**src/rtl/mmio_switch_led_port.sv**
```systemverilog
// Bus slave for board switches (synchronized, optionally debounced) and LEDs.
// Optional feature macro: DEBOUNCE_EN (default build follows sync2 directly).
module mmio_switch_led_port #(
  parameter int          SW_W         = 16,
  parameter int          DEBOUNCE_CYC = 50000,
  parameter logic [29:0] SWITCH_ADDR  = 30'h0,
  parameter logic [29:0] LED_ADDR     = 30'h4,
  parameter logic [29:0] STATUS_ADDR  = 30'h8
) (
  input  logic            clk,
  input  logic            rst,
  input  logic [29:0]     memAddress,
  input  logic            readEnable,
  input  logic            writeEnable,
  input  logic [31:0]     writeData,
  output logic [31:0]     readData,
  input  logic [SW_W-1:0] sw,
  output logic [SW_W-1:0] led,
  output logic            bus_error
);

  logic [SW_W-1:0] sync1;
  logic [SW_W-1:0] sync2;
  logic [SW_W-1:0] deb;
  logic [15:0]     change_cnt;

  always_ff @(posedge clk) begin
    if (rst) begin
      sync1 <= '0;
      sync2 <= '0;
    end else begin
      sync1 <= sw;
      sync2 <= sync1;
    end
  end

`ifdef DEBOUNCE_EN
  localparam int DW =
    (DEBOUNCE_CYC > 2) ? $clog2(DEBOUNCE_CYC) : 1;
  localparam logic [DW-1:0] DMAX = DW'(DEBOUNCE_CYC - 1);

  logic [SW_W-1:0] cand;
  logic [DW-1:0]   dcnt;

  // A candidate must match sync2 for DEBOUNCE_CYC cycles before acceptance.
  always_ff @(posedge clk) begin
    if (rst) begin
      cand       <= '0;
      dcnt       <= '0;
      deb        <= '0;
      change_cnt <= '0;
    end else if (sync2 != cand) begin
      cand <= sync2;
      dcnt <= '0;
    end else if (dcnt == DMAX && cand != deb) begin
      deb        <= cand;
      change_cnt <= change_cnt + 16'd1;
    end else if (dcnt != DMAX) begin
      dcnt <= dcnt + 1'b1;
    end
  end
`else
  always_ff @(posedge clk) begin
    if (rst) begin
      deb        <= '0;
      change_cnt <= '0;
    end else begin
      deb <= sync2;
      if (sync2 != deb)
        change_cnt <= change_cnt + 16'd1;
    end
  end
`endif

  logic hit_sw;
  logic hit_led;
  logic hit_st;
  logic rd_bad;
  logic wr_bad;
  logic [31:0] rd_mux;

  assign hit_sw  = (memAddress == SWITCH_ADDR);
  assign hit_led = (memAddress == LED_ADDR);
  assign hit_st  = (memAddress == STATUS_ADDR);
  assign rd_bad  = readEnable & ~(hit_sw | hit_led | hit_st);
  assign wr_bad  = writeEnable & ~hit_led;

  always_comb begin
    rd_mux = 32'h0;
    unique case (1'b1)
      hit_sw:  rd_mux = 32'(deb);
      hit_led: rd_mux = 32'(led);
      hit_st:  rd_mux = {change_cnt, 15'd0, |deb};
      default: rd_mux = 32'h0;
    endcase
  end

  // Read samples led before a same-edge write lands.
  always_ff @(posedge clk) begin
    if (rst) begin
      readData  <= '0;
      led       <= '0;
      bus_error <= 1'b0;
    end else begin
      bus_error <= rd_bad | wr_bad;
      if (readEnable)
        readData <= rd_mux;
      if (writeEnable && hit_led)
        led <= writeData[SW_W-1:0];
    end
  end

  logic unused_bits;
  assign unused_bits =
    (^writeData[31:SW_W]) ^ (DEBOUNCE_CYC == 0);

endmodule

```
**config.mk**
```make
export PLATFORM = sky130hd
export DESIGN_NAME = mmio_switch_led_port
export DESIGN_NICKNAME = d
export VERILOG_FILES = /design/src/rtl/mmio_switch_led_port.sv
export SDC_FILE = /design/constraint.sdc
export NUM_CORES = 1
export LEC_CHECK = 0
export BUFFER_PORTS_ARGS = -buffer_cell sky130_fd_sc_hd__buf_2
export CAP_MARGIN = 20
export CORE_MARGIN = 2
export CORE_UTILIZATION = 45
export DETAILED_ROUTE_END_ITERATION = 8
export PLACE_DENSITY = 0.71
export SLEW_MARGIN = 20
export SYNTH_ARGS = -nofsm -noshare
export SYNTH_HDL_FRONTEND = slang
export SYNTH_SLANG_ARGS = --single-unit
```
**constraint.sdc**
```tcl
create_clock -name clk -period 4.7 [get_ports clk]
set_clock_uncertainty 0.1 [all_clocks]
set_input_delay 0 -clock clk [delete_from_list [all_inputs] [get_ports clk]]
set_output_delay 0 -clock clk [all_outputs]
set_load 0.005 [all_outputs]
```
==> results.md <==
* Cell-internal power at 1839 µW
* RSZ-0062 raised after global routing: no
* Total negative slack at 0 ns
* Vias in the first global route at 3458
* Largest net degree at the start of global routing at 69
* Synth unique cells at 42
* Post-route cell area at 0.006225 mm²
* Critical path class: primary input to flop
* FF+latch count, synth at 113
* Vert. Die Dim at 102.8 µm
* Post-placement cell area at 0.005006 mm²
* Initial antenna violation count at 0
* Final hold vios at 0
* Final setup viols at 0
* Final period utilization at 77.08%
* Comb pwr share at 5.7%
* Die extent in x at 102.8 µm
* Vias per cell at 4.921
* Post-CTS Setup Bufs at 0
* Die Area at 0.01058 mm²
* Layout area overhead at 41.58%
* CTS tree: done
* Final min period at 3.623 ns
* Clock slew seen by the registers of the worst setup and hold paths at 0.05 ns
* Port bufs at 114
* Drt pass-1 iters at 4
* Initial Util at 45.61%
* Clock power frac at 51.6%
* Hold crit path type: primary input to flop
* Clock latency on the worst-skew pair at 0.51 ns
* Setup crit end kind: flop
* Syn_nets at 500
* GR Util All Layers at 19.94%
* Commonest cells after routing, fill and taps aside: 114 x buf_2, 113 x dfxtp_1, 67 x nor2b_1
* Worst slew margin at 29.59%
* Synth warn at 0
* Peak supply drop at 0.1968 mV
* Placer congestion estimate at 0.8201
* Layout net count at 676
* Post-route ant nets at 0
* Sequential share of the synthesized area at 51.45%
* CTS root buf: clkbuf_8
* Clock Sinks at 113
* Via Count at 3627
* WL per Instance at 14.20 µm
* Inserted Clock Buffers at 17
* Syn avg cell area at 10.54 µm²
* Crit path required time at 5.03 ns
* Post-Syn Area at 0.004397 mm²
* Mapped Cells at 417
* Max clock buf depth at 2
* Layout cells sized above 1 at 28.64%
* Slew Limit Fails at 0
* Total wire length at 10470 µm
* Slew @ Worst Pin at 1.052 ns
* Top-level I/O count at 131
* CP Launch Type: primary input
* CP arrival at 3.95 ns
* Max_cap viols at 0
* Drt first-iter violations at 99
* Most common cell after layout, fill and taps aside: buf_2
* Post-layout worst setup margin at 1.077 ns
* Run status: finished clean
* Core area at 0.009639 mm²
* DP HPWL at 6473 µm
* Fmax at 276.0 MHz
* GR Overflow Total at 0
* Pwr per Cell Area at 374.9 mW/mm²
* Row count at 36
* ANT cells at 0
* Worst slack, placed at 2.337 ns
* First-pass GRT wire length at 16270 µm
* Drt drc at 0
* Switching part of the total at 21.20%
* Critical-path maximum fanout at 11
* H-tree levels at 4
* Lkg Pwr at 0.002723 µW
* Seq pwr share at 42.7%
* Switching pwr at 494.7 µW
-- synthesized netlist by cell type --
cell type / instances / area (µm²)
or4_1: 6 / 45.04
a21oi_1: 27 / 135.1
nor4b_1: 1 / 8.760
clkbuf_1: 14 / 52.55
xor2_1: 16 / 140.1
nor2b_1: 67 / 419.2
buf_4: 3 / 22.52
o21ai_0: 4 / 20.02
mux2i_1: 17 / 170.2
nand4_1: 10 / 62.56
and4_1: 2 / 17.52
buf_12: 1 / 20.02
or3_1: 6 / 37.54
nand2b_1: 1 / 6.260
o21ai_1: 3 / 15.01
buf_2: 2 / 10.01
mux2_2: 16 / 180.2
ha_1: 1 / 12.51
o31ai_1: 6 / 45.04
and3b_1: 1 / 8.760
and4_4: 1 / 11.26
nand4b_1: 1 / 8.760
nor4_2: 3 / 37.54
dfxtp_1: 113 / 2262
nand3_2: 1 / 10.01
nor3_1: 1 / 5.000
nand3b_1: 1 / 7.510
buf_6: 3 / 33.78
nor4_1: 8 / 50.05
nand3_1: 6 / 30.03
a31oi_1: 1 / 6.260
a221oi_1: 1 / 8.760
nor4_4: 4 / 85.08
nand2_1: 6 / 22.52
inv_1: 2 / 7.510
a22o_1: 17 / 148.9
xnor2_1: 1 / 8.760
buf_1: 1 / 3.750
nand4_4: 1 / 21.27
nor4b_4: 2 / 47.55
o41ai_1: 1 / 8.760
nor2_1: 38 / 142.6
-- power by group through the flow --
stage,clock network [µW],registers (µW),logic (µW)
global route,1270,998,148
finish,1200,996,134
global placement,0,1020,105
floorplan,0,1010,65.9
CTS,1230,996,134
detailed placement,0,1020,107
-- layer usage --
metal / up-vias / global-route usage, % / part of all wire, %
li1: 1826 / - / -
met1: 1666 / 24.18 / 46
met2: 125 / 32.88 / 48
met3: 10 / 5.695 / 4.9
met4: 0 / 9.211 / 1.3
met5: - / 0 / 0
-- path summary, 6_finish.rpt --
check        slack [ns]           start           end  cells past startpoint
max                1.08  memAddress[13]  readData[13]                     10
min                0.08   memAddress[2]  readData[15]                      4
max reg2reg        1.99          deb[9]   readData[0]                      7
min reg2reg        0.34        sync1[0]      sync2[0]                      1
-- cell families after synthesis --
| logic type | synth area share (%) |
|---|---|
| muxes | 7.968 |
| adders and majority gates | 0.2845 |
| xor gates and xnor gates | 3.386 |
| AOI/OAI and AO/OA | 8.822 |
| buffers and inverters | 3.415 |
| DFF | 51.45 |
| and+or+nand+nor | 24.67 |
-- what timing repair did --
action,CTS,global route
hold endpoints to repair,49,0
hold buffers,65,0
resized for setup,0,0
endpoints found under the setup margin,0,0
-- flip-flops by register name (all words and copies together) (netlist names) --
signal	cells
led	16
readData	32
sync2	16
change_cnt	16
bus_error	1
deb	16
sync1	16
-- metrics by stage --
stage	power [µW]	cells	hold slack (ns)	utilization, %
after floorplan	1076	417	0.02818	-
final	2334	737	0.07947	64.58
after CTS	2355	737	0.05114	64.58
after global routing	2415	737	0.09134	64.58
after detailed placement	1123	642	0.1117	51.93
after global placement	1120	642	0.1078	51.93
-- cell type report --
class / count / area [µm²]
fill: 804 / 3415
sequential: 113 / 2262
multi-input combinational: 278 / 1984
timing repair buffer: 181 / 1236
clock buffer: 21 / 459.2
tap: 133 / 166.4
clock inverter: 9 / 108.9
inverter: 2 / 7.507
-- critical path, stage by stage --
cell and delay, ns:
dlygate4sd3_1 0.53, buf_2 0.13, nor4_4 0.20, dlygate4sd3_1 0.62, nand4_4 0.13, dlygate4sd3_1 0.64
nor4b_4 0.63, dlygate4sd3_1 0.86, a21oi_1 0.11, nor2_1 0.10
No activity file was read; power rests on OpenSTA's default activity.
